`config.mk`:
```
export PLATFORM = sky130hd
export DESIGN_NAME = pixel_stream_assembler
export DESIGN_NICKNAME = d
export VERILOG_FILES = /design/src/rtl/msgpu_pkg.sv /design/src/rtl/pixel_fifo.sv /design/src/rtl/pixel_stream_assembler.sv
export SDC_FILE = /design/constraint.sdc
export NUM_CORES = 1
export LEC_CHECK = 0
export CORE_UTILIZATION = 30
export DETAILED_ROUTE_END_ITERATION = 7
export SLEW_MARGIN = 20
export SYNTH_ARGS = -nofsm -noshare
export SYNTH_HDL_FRONTEND = slang
export SYNTH_SLANG_ARGS = --single-unit
```
`constraint.sdc`:
```
create_clock -name system_clock -period 3.4 [get_ports system_clock]
set_input_delay 0.68 -clock system_clock [delete_from_list [all_inputs] [get_ports system_clock]]
set_output_delay 0.68 -clock system_clock [all_outputs]
set_load 0.01 [all_outputs]
```
`src/rtl/msgpu_pkg.sv`:
```
// Shared MSGPU constants: command address map and pixel sizing helper.
// Imported by the pixel stream assembler and its FIFO.
package msgpu_pkg;

  localparam int PIXEL_ADDRESS_DEF = 10;
  localparam int CLEAR_ADDRESS_DEF = 11;

  // Controller states; ARMED is qualified by the byte index register.
  localparam logic ST_DISARMED = 1'b0;
  localparam logic ST_ARMED    = 1'b1;

  function automatic int bytes_per_pixel(input int width);
    return (width + 7) / 8;
  endfunction

endpackage

```
`src/rtl/pixel_fifo.sv`:
```
// Synchronous first-word-fall-through FIFO with flush and level.
// Ports: clk, rst_n, push/push_data, pop, flush, head/level/full/empty.
module pixel_fifo
  import msgpu_pkg::*;
#(
  parameter int WIDTH = 12,
  parameter int DEPTH = 16
) (
  input  logic                     clk,
  input  logic                     rst_n,
  input  logic                     push,
  input  logic [WIDTH-1:0]         push_data,
  input  logic                     pop,
  input  logic                     flush,
  output logic [WIDTH-1:0]         head,
  output logic [$clog2(DEPTH):0]   level,
  output logic                     full,
  output logic                     empty
);

  localparam int AW = $clog2(DEPTH);

  logic [WIDTH-1:0] mem [DEPTH];
  logic [AW-1:0]    wr_ptr;
  logic [AW-1:0]    rd_ptr;
  logic             wr_en;
  logic             rd_en;

  assign full  = (level == (AW+1)'(DEPTH));
  assign empty = (level == '0);

  // A push on a full FIFO still lands if a pop frees a slot this edge.
  assign rd_en = pop && !empty;
  assign wr_en = push && (!full || rd_en);

  // Head is forced to zero when empty so no stale entry is visible.
  assign head = empty ? '0 : mem[rd_ptr];

  always_ff @(posedge clk) begin
    if (wr_en && !flush) begin
      mem[wr_ptr] <= push_data;
    end
  end

  always_ff @(posedge clk or negedge rst_n) begin
    if (!rst_n) begin
      wr_ptr <= '0;
      rd_ptr <= '0;
      level  <= '0;
    end else if (flush) begin
      wr_ptr <= '0;
      rd_ptr <= '0;
      level  <= '0;
    end else begin
      if (wr_en) wr_ptr <= wr_ptr + 1'b1;
      if (rd_en) rd_ptr <= rd_ptr + 1'b1;
      unique case ({wr_en, rd_en})
        2'b10:   level <= level + 1'b1;
        2'b01:   level <= level - 1'b1;
        default: level <= level;
      endcase
    end
  end

endmodule

```
`src/rtl/pixel_stream_assembler.sv`:
```
// Packs big-endian MCU bytes into pixels and queues them in a FIFO.
// Ports: byte/command strobes in; valid/ready pixel stream, level, overflow out.
module pixel_stream_assembler
  import msgpu_pkg::*;
#(
  parameter int PIXEL_WIDTH   = 12,
  parameter int FIFO_DEPTH    = 16,
  parameter int ADDR_WIDTH    = 32,
  parameter int PIXEL_ADDRESS = PIXEL_ADDRESS_DEF,
  parameter int CLEAR_ADDRESS = CLEAR_ADDRESS_DEF
) (
  input  logic                        system_clock,
  input  logic                        reset_n,
  input  logic                        byte_valid,
  input  logic [7:0]                  byte_data,
  input  logic                        command_valid,
  input  logic [ADDR_WIDTH-1:0]       command_address,
  output logic                        pixel_valid,
  input  logic                        pixel_ready,
  output logic [PIXEL_WIDTH-1:0]      pixel_data,
  output logic [$clog2(FIFO_DEPTH):0] fifo_level,
  output logic                        overflow
);

  localparam int BPP   = bytes_per_pixel(PIXEL_WIDTH);
  localparam int IDX_W = (BPP > 1) ? $clog2(BPP) : 1;
  // Low bits carried by the final byte of each pixel.
  localparam int REM   = PIXEL_WIDTH - 8 * (BPP - 1);

  logic                   state;
  logic [IDX_W-1:0]       idx;
  logic [PIXEL_WIDTH-1:0] partial;
  logic [PIXEL_WIDTH-1:0] partial_nxt;
  logic [PIXEL_WIDTH-1:0] push_data;
  logic                   cmd_pixel;
  logic                   cmd_clear;
  logic                   byte_take;
  logic                   last_byte;
  logic                   push;
  logic                   pop;
  logic                   fifo_full;
  logic                   fifo_empty;
  logic                   unused_bits;

  assign unused_bits = ^byte_data;

  assign cmd_pixel = command_valid &&
    (command_address == ADDR_WIDTH'(PIXEL_ADDRESS));
  assign cmd_clear = command_valid &&
    (command_address == ADDR_WIDTH'(CLEAR_ADDRESS));

  // A concurrent command always takes priority over the byte.
  assign byte_take = byte_valid && !command_valid &&
    (state == ST_ARMED);
  assign last_byte = (idx == IDX_W'(BPP - 1));
  assign push      = byte_take && last_byte;
  assign pop       = pixel_valid && pixel_ready;

  // Non-final bytes never touch the low REM bits, so OR is exact.
  assign push_data = partial |
    PIXEL_WIDTH'(byte_data[REM-1:0]);

  always_comb begin
    partial_nxt = partial;
    for (int k = 0; k < BPP - 1; k++) begin
      if (idx == IDX_W'(k)) begin
        partial_nxt[PIXEL_WIDTH-1-8*k -: 8] = byte_data;
      end
    end
  end

  always_ff @(posedge system_clock or negedge reset_n) begin
    if (!reset_n) begin
      state   <= ST_DISARMED;
      idx     <= '0;
      partial <= '0;
    end else if (command_valid) begin
      if (cmd_pixel) begin
        state   <= ST_ARMED;
        idx     <= '0;
        partial <= '0;
      end else if (!cmd_clear) begin
        state   <= ST_DISARMED;
        idx     <= '0;
        partial <= '0;
      end
    end else if (byte_take) begin
      if (last_byte) begin
        idx     <= '0;
        partial <= '0;
      end else begin
        idx     <= idx + 1'b1;
        partial <= partial_nxt;
      end
    end
  end

  always_ff @(posedge system_clock or negedge reset_n) begin
    if (!reset_n) begin
      overflow <= 1'b0;
    end else if (cmd_clear) begin
      overflow <= 1'b0;
    end else if (push && fifo_full && !pop) begin
      overflow <= 1'b1;
    end
  end

  pixel_fifo #(
    .WIDTH (PIXEL_WIDTH),
    .DEPTH (FIFO_DEPTH)
  ) u_fifo (
    .clk       (system_clock),
    .rst_n     (reset_n),
    .push      (push),
    .push_data (push_data),
    .pop       (pop),
    .flush     (cmd_clear),
    .head      (pixel_data),
    .level     (fifo_level),
    .full      (fifo_full),
    .empty     (fifo_empty)
  );

  assign pixel_valid = !fifo_empty;

endmodule

```
* Word level (Yosys, flattened, before mapping) *
Memory sizes are Yosys's and may differ from the RTL's.
Cells that the tools add are included.

word-level totals
  memories = 1
  register bits = 28
  output and inout port bits = 19
  memory bits (writable) = 192

memories
  name        depth  width  read ports  clocked after memory_dff  wr ports  line              text
  u_fifo.mem  16     12     1           0                         1         pixel_fifo.sv:23  logic [WIDTH-1:0] mem [DEPTH];

operators by class
  bitwise operators = 1
  equal/unequal tests = 7
  add/subtract/negate cells = 5
  reduce and logical (&&, ||, !) cells = 27
  muxes and demuxes = 22

operator list
  kind                                                                    number
  12-bit 2-to-1 mux                                                       6
  32-bit by 4-bit equality test with 1-bit output, second input constant  2
  4-bit 2-to-1 mux                                                        4
  12-bit by 4-bit bitwise OR with 12-bit output                           1
  1-bit logical AND                                                       11
  1-bit 2-to-1 mux                                                        10
  5-bit case mux with 2 select lines                                      1
  2-bit nonzero test                                                      5
  4-bit by 1-bit adder with 4-bit output, second input constant           2
  5-bit by 1-bit adder with 5-bit output, second input constant           1
  5-bit equality test, second input constant                              1
  1-bit zero test                                                         5
  5-bit zero test                                                         1
  5-bit 2-to-1 mux                                                        1
  5-bit by 1-bit subtractor with 5-bit output, second input constant      1
  2-bit AND reduction                                                     2
  3-bit inequality test, second input constant                            1
  3-bit AND reduction                                                     1
  3-bit nonzero test                                                      1
  2-bit by 1-bit equality test with 1-bit output, second input constant   1
  2-bit equality test, second input constant                              1
  2-bit inequality test, second input constant                            1
  1-bit adder, second input constant                                      1
  1-bit logical OR                                                        1

* Logic depth before layout (Yosys ltp) *
Gate-level depths: netlist of run 1.

  word-level depth = 9
  depth in mapped cells = 11
  depth with buffers taken out = 8

* Modules after synthesis *
From an unflattened synthesis of run 1, not the netlist that was laid out.

second synthesis, totals
  cell total of the unflattened synthesis = 457
  area total of the unflattened synthesis = 8831.0 um^2

modules (own cells, without submodules)
  module                  seq. area each (um^2)  area an instance (um^2)  times used  cells each
  pixel_fifo              6090.8                 8267.9                   1           412
  pixel_stream_assembler  275.3                  563.0                    1           45

* Worst setup path before layout of run 1 *
OpenSTA, ideal clock, no wires.

  path type = flip-flop to flip-flop
  start point = register u_fifo.level[1]
  end point = register u_fifo.level[4]
  slack = 0.674 ns
  data arrival time = 2.632 ns
  data required time = 3.306 ns
  period minus slack after synthesis = 2.726 ns
  path buffers = 3
  stages on the path, launching flop included = 12
  path through = dfrtp_1 > buf_6 > or4_4 > buf_6 > o211a_1 > buf_6 > xor2_1 > ha_1 > or3_1 > a21oi_1 > a211oi_1 > a211oi_1

between the ends
  longest elaborated chain between the ends = 9
  elaborated cells on any way between the ends = 15
  classes of those cells = 2 x add/sub; 3 x eq/ne; 2 x mux; 8 x reduce/logical

RTL lines
  element                                                                                line                                             text
  start: declaration                                                                     pixel_fifo.sv:16                                 output logic [$clog2(DEPTH):0] level,
  start signal: assignment                                                               pixel_fifo.sv:58                                 2'b10: level <= level + 1'b1;
  start signal: assignment                                                               pixel_fifo.sv:59                                 2'b01: level <= level - 1'b1;
  start signal: assignment                                                               pixel_fifo.sv:60                                 default: level <= level;
  5-bit zero test                                                                        pixel_fifo.sv:30                                 assign empty = (level == '0);
  1-bit zero test                                                                        pixel_fifo.sv:33, pixel_stream_assembler.sv:124
  1-bit logical AND                                                                      pixel_stream_assembler.sv:57                     assign pop = pixel_valid && pixel_ready;
  1-bit logical AND                                                                      pixel_fifo.sv:33                                 assign rd_en = pop && !empty;
  1-bit logical OR                                                                       pixel_fifo.sv:34                                 assign wr_en = push && (!full || rd_en);
  1-bit logical AND                                                                      pixel_fifo.sv:34
  2-bit by 1-bit equality test with 1-bit output or 2-bit equality test (tied branches)  pixel_fifo.sv:57                                 unique case ({wr_en, rd_en})
  5-bit case mux with 2 select lines                                                     pixel_fifo.sv:57
  5-bit 2-to-1 mux                                                                       pixel_fifo.sv:50                                 end else if (flush) begin

Parallel ways exist; a longest one is shown, timed or not.
A chain may end at the register's enable or synchronous reset.

* Final worst setup path of run 1 *
  start point = register u_fifo.rd_ptr[1]
  end point = output pixel_data[10]

between the ends
  longest elaborated chain between the ends = 2

RTL lines
  element                   line                          text
  start: declaration        pixel_fifo.sv:25              logic [AW-1:0] rd_ptr;
  start signal: assignment  pixel_fifo.sv:56              if (rd_en) rd_ptr <= rd_ptr + 1'b1;
  memory read 16 x 12 bit   n/a
  12-bit 2-to-1 mux         pixel_fifo.sv:37              assign head = empty ? '0 : mem[rd_ptr];
  end: declaration          pixel_stream_assembler.sv:20  output logic [PIXEL_WIDTH-1:0] pixel_data,

Every way passes these cells.

==> results.cfg, run 1 <==
[run_status]
status = complete, no violations

[critical_path]
r2r-start = u_fifo.level[1]
crit_type = flip-flop to output port
cp.depth = 5
crit_path_max_incr_delay_ns = 0.62
r2r-end = u_fifo.level[4]
path_cells = buf_12, mux4_2, mux2i_1, o22ai_1, clkdlybuf4s50_1
crit_slowest_cell = clkdlybuf4s50_1
cp-endpoint = pixel_data[10]
rr_worst_depth = 8
cp_data_arrival_time_ns = 2.63
path_max_fanout = 27
required_ns = 2.72
r2r_slack_ns = 0.53
worst-path-buf-inv = 2
crit_start = u_fifo.rd_ptr[1]
setup.worst_path.start_class = flip-flop
crit_family = buffers and inverters
crit_path_end_kind = output port

[floorplanning]
pin_count = 64
dieArea_mm2 = 0.0302
initial_core_util_pct = 30.7
die_h_um = 174
rows = 62
core-area_mm2 = 0.0289
die_w_um = 174

[yosys]
synth-seq-cells = 216
async_reset_ff_share_pct = 11.1
syn_inst = 473
synth_area_leaders = edfxtp_1 (65%), mux4_2 (12%), dfrtp_1 (6.8%), mux2i_1 (2.7%), ha_1 (0.99%)
ys_types = 46
ys_warn_count = 0
synth_fp_nets = 525
synth_top_family_by_area = multiplexers
ys.flop_type = edfxtp_1
yosys.area.top_type_share_pct = 65.0
synth-simple-area-share_pct = 5.35
synthAdderAreaFrac_pct = 0.988
synthMuxAreaShare_pct = 14.9
yosys.area.top_type = edfxtp_1
synth_xor_area_share_pct = 0.593
synth.most_common_cell = edfxtp_1
synth_edf_count = 192
synth_compound_area_share_pct = 4.63
avgSynthCellArea_um2 = 18.7
ys_seq_area_share_pct = 71.8
synth_common_cells = edfxtp_1 (192), mux4_2 (48), dfrtp_1 (24), mux2i_1 (24), clkbuf_1 (21)
netlist_area_mm2 = 0.00886

[grt]
grt_antenna_before_repair = 0
grt_max_degree = 28
grt_usage_pct = 13.3
grt_use_met1_pct = 17.8
grt_pass1_wl_um = 30200
gr-total-overflow = 0
gr-usage-met3_pct = 2.68
grt_use_met2_pct = 21.9
grt_pass1_vias = 5029
top_usage_layer = met2

[power_and_ir_drop]
leakage_nw = 3.67
power_switching_mw = 2.27
peakVddDrop_mv = 0.441
clockPowerShare_pct = 28.5
p_comb_share_pct = 30.5
pwr-share-seq_pct = 41.0
power-per-cell-area_mw_per_mm2 = 717
switching_share_pct = 29.2
p_int_mw = 5.51

[timing]
skew_ns = 0.00970
tightest_slew_ns = 0.721
rsz0062_at_grt = true
max_freq_ghz = 0.302
min_period_ns = 3.31
tns_ns = 0
finalCritPeriodShare_pct = 97.3
setup_violations = 0
hold_slack_ns = 0.532
hold_violations = 0
slew_headroom_pct = 51.7
slew_viol_final = 0

[finish]
area_growth_pct = 22.4
regArea_mm2 = 0.00637
n_antenna_cell = 0
fin_nets = 617
fill_cells = 2640
multi_input_comb_area_mm2 = 0.00237
drive_above_1_share_pct = 21.1

[clocking]
clock-sinks = 216
cts_tree = yes
cts-hold-fix-buffers = 0
root_buffer = clkbuf_16
cts-buffers-inserted = 22
h-tree-depth = 1
clk_pin_slew_ns = 0.06
insertion_delay_ns = 0.50
cts.path.max_buffers = 3

[route]
first_pass_iters = 4
via_per_inst = 5.01
drc = 0
drt-wirelength-per-cell_um = 20.8
vias = 4823
drt-initial-drc-count = 443
routed_wl_um = 20000
ant_nets = 0

[place]
port_buffers = 63
hpwl_um = 12300
place_congestion = 0.747

[flow_run]
cap_viol_max_count = 0

[hold_path]
hp-class = flip-flop to flip-flop
repair_timing:
action,in CTS,in global routing
resized for setup,5,7
pin swaps,0,1
setup endpoints to repair,12,12
buffers inserted,1,2
gates cloned,0,1
cell usage in the layout (no fill, tap or decap), types with 9 or more instances in the layout:
cell type	netlist	routed
a21oi_1	13	13
buf_4	0	30
clkbuf_16	0	23
clkdlybuf4s50_1	0	61
dfrtp_1	24	19
edfxtp_1	192	192
mux2i_1	24	24
mux4_2	48	48
nor2_1	10	10
nor3b_1	9	9
o22ai_1	12	12
o2bb2ai_1	9	9
power groups by stage:
| stage | Combinational, mW | Sequential, mW | Clock [mW] |
|---|---|---|---|
| final | 2.37 | 3.19 | 2.21 |
| after global routing | 2.55 | 3.21 | 2.36 |
| after CTS | 2.36 | 3.19 | 2.26 |
| after detailed placement | 2.34 | 3.23 | 0 |
| after global placement | 2.32 | 3.21 | 0 |
| after floorplan | 1.53 | 3.10 | 0 |
logic make-up after synthesis:
family / count (synthesis)
AOI/OAI and AO/OA: 60
xor gates and xnor gates: 6
adders and majority gates: 7
buffers and inverters: 33
DFF: 216
muxes: 72
and+or+nand+nor: 79
routing by layer:
metal  share of wire, %  routed length [um]
met5                  0                   0
met4                1.8                 369
met3                6.3                1250
met2                 49                9800
met1                 43                8580
per-stage QoR:
stage	std cells	utilization (%)	total power [mW]	setup WS (ns)	instance area (um2)
floorplan	473	-	4.63	0.674	8860
finish	963	37.6	7.78	0.0906	10800
CTS	960	37.4	7.81	0.0321	10800
detailed placement	921	35.0	5.56	0.233	10100
global route	963	37.6	8.12	-0.0141	10800
global placement	921	35.0	5.53	0.277	10100
area by class of cell:
cell class,instances,share of cell area (%)
clock buffers,30,5.63
repair buffers,98,8.74
multi-input cells,224,21.9
clock inverters,8,0.461
inverters,3,0.104
well taps,384,4.43
flip-flops and latches,216,58.8
registers in the layout (all words and copies together) (netlist names):
register,count
state,1
u_fifo.mem,192
overflow,1
partial,8
u_fifo.level,5
idx,1
u_fifo.rd_ptr,4
u_fifo.wr_ptr,4
worst min-delay path, stage by stage (launching register included):
cell and delay (ns):
dfrtp_1 0.36, a21oi_1 0.05, nor2_1 0.08
how the worst min path moves through the flow:
| stage | start | to | slack [ns] | cells after the start |
|---|---|---|---|---|
| detailed placement | overflow | overflow | 0.52 | 2 |
| floorplan | reset_n | idx | 0.38 | 0 |
| CTS | overflow | overflow | 0.54 | 2 |
| global route | reset_n | u_fifo.level[0] | 0.57 | 2 |
| global placement | overflow | overflow | 0.51 | 2 |
| finish | overflow | overflow | 0.53 | 2 |
Power figures use the tool's default switching activity.
==> inputs of run 2 (changes only) <==
Settings changed: SKIP_LAST_GASP from default to 1.
==> run 2 against run 1 <==
Critical endpoint unchanged. Cell count stayed put. Worst hold slack stayed put. Critical path type unchanged. Largest power group unchanged. Non-clock buffer count stayed put. Highest routed layer unchanged. Sequential power hardly changed.
==> results.cfg, run 2 (synthesis results as in run 1) <==
[finish]
n_antenna_cell = 0
largest_reg_flops = 192
final_cell_mix = edfxtp_1 (192), clkdlybuf4s50_1 (62), mux4_2 (48), buf_4 (30), mux2i_1 (24)
area_growth_pct = 22.4
regMostFlops = u_fifo.mem
fin_nets = 617
stdcell_area_mm2 = 0.0108
layout_commonest_cell = edfxtp_1
drive_above_1_share_pct = 21.1
layout.cells.non_filler = 963
reg_top3 = u_fifo.mem (192), partial (8), u_fifo.level (5)

[power_and_ir_drop]
power-per-cell-area_mw_per_mm2 = 718
pwr-share-seq_pct = 41.0
clockPowerShare_pct = 28.4
power_mw = 7.79
peakVddDrop_mv = 0.441
leakage_nw = 3.65
switching_share_pct = 29.3
p_int_mw = 5.51
power_switching_mw = 2.28
p_comb_share_pct = 30.6

[route]
ant_nets = 0
drc = 0
first_pass_iters = 4
via_per_inst = 5.03
drt-initial-drc-count = 442
drt-wirelength-per-cell_um = 20.8
routed_wl_um = 20100
vias = 4842

[place]
dpl_cell_area_mm2 = 0.0101
place_congestion = 0.747
hpwl_um = 12300
dp.cells = 921
port_buffers = 63
pre_cts_slack_ns = 0.233

[critical_path]
setup.worst_path.start_class = flip-flop
crit_path_end_kind = output port
cp_data_arrival_time_ns = 2.63
required_ns = 2.72
crit_type = flip-flop to output port
path_max_fanout = 27

[timing]
setup_slack_ns = 0.0890
slew_viol_final = 0
tightest_slew_ns = 0.721
slew_headroom_pct = 51.7
skew_ns = 0.00970
setup_violations = 0
finalCritPeriodShare_pct = 97.4
rsz0062_at_grt = true
hold_violations = 0
min_period_ns = 3.31
max_freq_ghz = 0.302

[floorplanning]
core-area_mm2 = 0.0289
dieArea_mm2 = 0.0302
rows = 62
pin_count = 64
die_h_um = 174
initial_core_util_pct = 30.7
die_w_um = 174

[grt]
grt_pass1_wl_um = 30200
gr-total-overflow = 0
grt_max_degree = 28
grt_pass1_vias = 5029
grt_antenna_before_repair = 0
grt_usage_pct = 13.3

[clocking]
clk_pin_slew_ns = 0.06
clock-sinks = 216
insertion_delay_ns = 0.50
cts-hold-fix-buffers = 0
cts_tree = yes
cts.path.max_buffers = 3
h-tree-depth = 1
root_buffer = clkbuf_16
cts-buffers-inserted = 22

[flow_run]
cap_viol_max_count = 0

[run_status]
status = complete, no violations

[hold_path]
hp-class = flip-flop to flip-flop
==> run 2: cell count changes in the layout (fill, tap and decap cells not counted) <==
| cell | change |
|---|---|
| clkdlybuf4s50_1 | +1 |
| dlymetal6s2s_1 | -1 |
==> run 2: power groups by stage <==
stage | logic (mW) | registers, mW | clock network (mW)
after detailed placement | 2.34 | 3.23 | 0
after floorplan | 1.53 | 3.10 | 0
final | 2.38 | 3.19 | 2.21
after CTS | 2.36 | 3.19 | 2.26
after global placement | 2.32 | 3.21 | 0
after global routing | 2.55 | 3.21 | 2.36
==> run 2: path summary, 6_finish.rpt <==
| kind | from | end | slack, ns | cells after the start |
|---|---|---|---|---|
| worst max-delay path | u_fifo.rd_ptr[1] | pixel_data[10] | 0.09 | 5 |
| worst min-delay path | overflow | overflow | 0.53 | 2 |
| worst max register to register | u_fifo.level[1] | u_fifo.level[4] | 0.53 | 8 |
| worst min register to register | overflow | overflow | 0.53 | 2 |
| max in group asynchronous | reset_n | u_fifo.rd_ptr[1] | 2.55 | 2 |
| min in group asynchronous | reset_n | u_fifo.level[0] | 0.55 | 2 |
==> run 2: cell type report <==
class	count	area [um2]
fill	2640	18000
sequential	216	6370
clock buffer	30	611
tap	384	480
multi-input combinational	224	2370
clock inverter	8	50.0
timing repair buffer	98	946
inverter	3	11.3
==> run 2: repair_timing <==
action | 4_1_cts | 5_1_grt
gates cloned | 0 | 1
pin swaps | 0 | 1
endpoints found under the setup margin | 12 | 12
setup buffers | 1 | 2
resized for setup | 5 | 6
==> run 2: critical path, cell delays in order (launching register included) <==
cell	delay, ns
dfrtp_4	0.60
buf_12	0.23
mux4_2	0.24
mux2i_1	0.09
o22ai_1	0.35
clkdlybuf4s50_1	0.62
==> run 2: stage by stage <==
step	hold WS (ns)	utilization, %	TNS, ns
global route	0.567	37.6	-0.0343
global placement	0.507	35.0	0
floorplan	0.384	-	0
finish	0.532	37.6	0
CTS	0.541	37.4	0
detailed placement	0.519	35.0	0
==> run 2: metal layers <==
metal | up-vias | wire length (um) | part of all wire (%) | GRT usage [%]
met5 | - | 0 | 0 | 0
met4 | 0 | 369 | 1.8 | 3.73
met3 | 26 | 1220 | 6.1 | 2.68
met2 | 183 | 9840 | 49 | 21.9
met1 | 2494 | 8630 | 43 | 17.8
li1 | 2139 | - | - | -
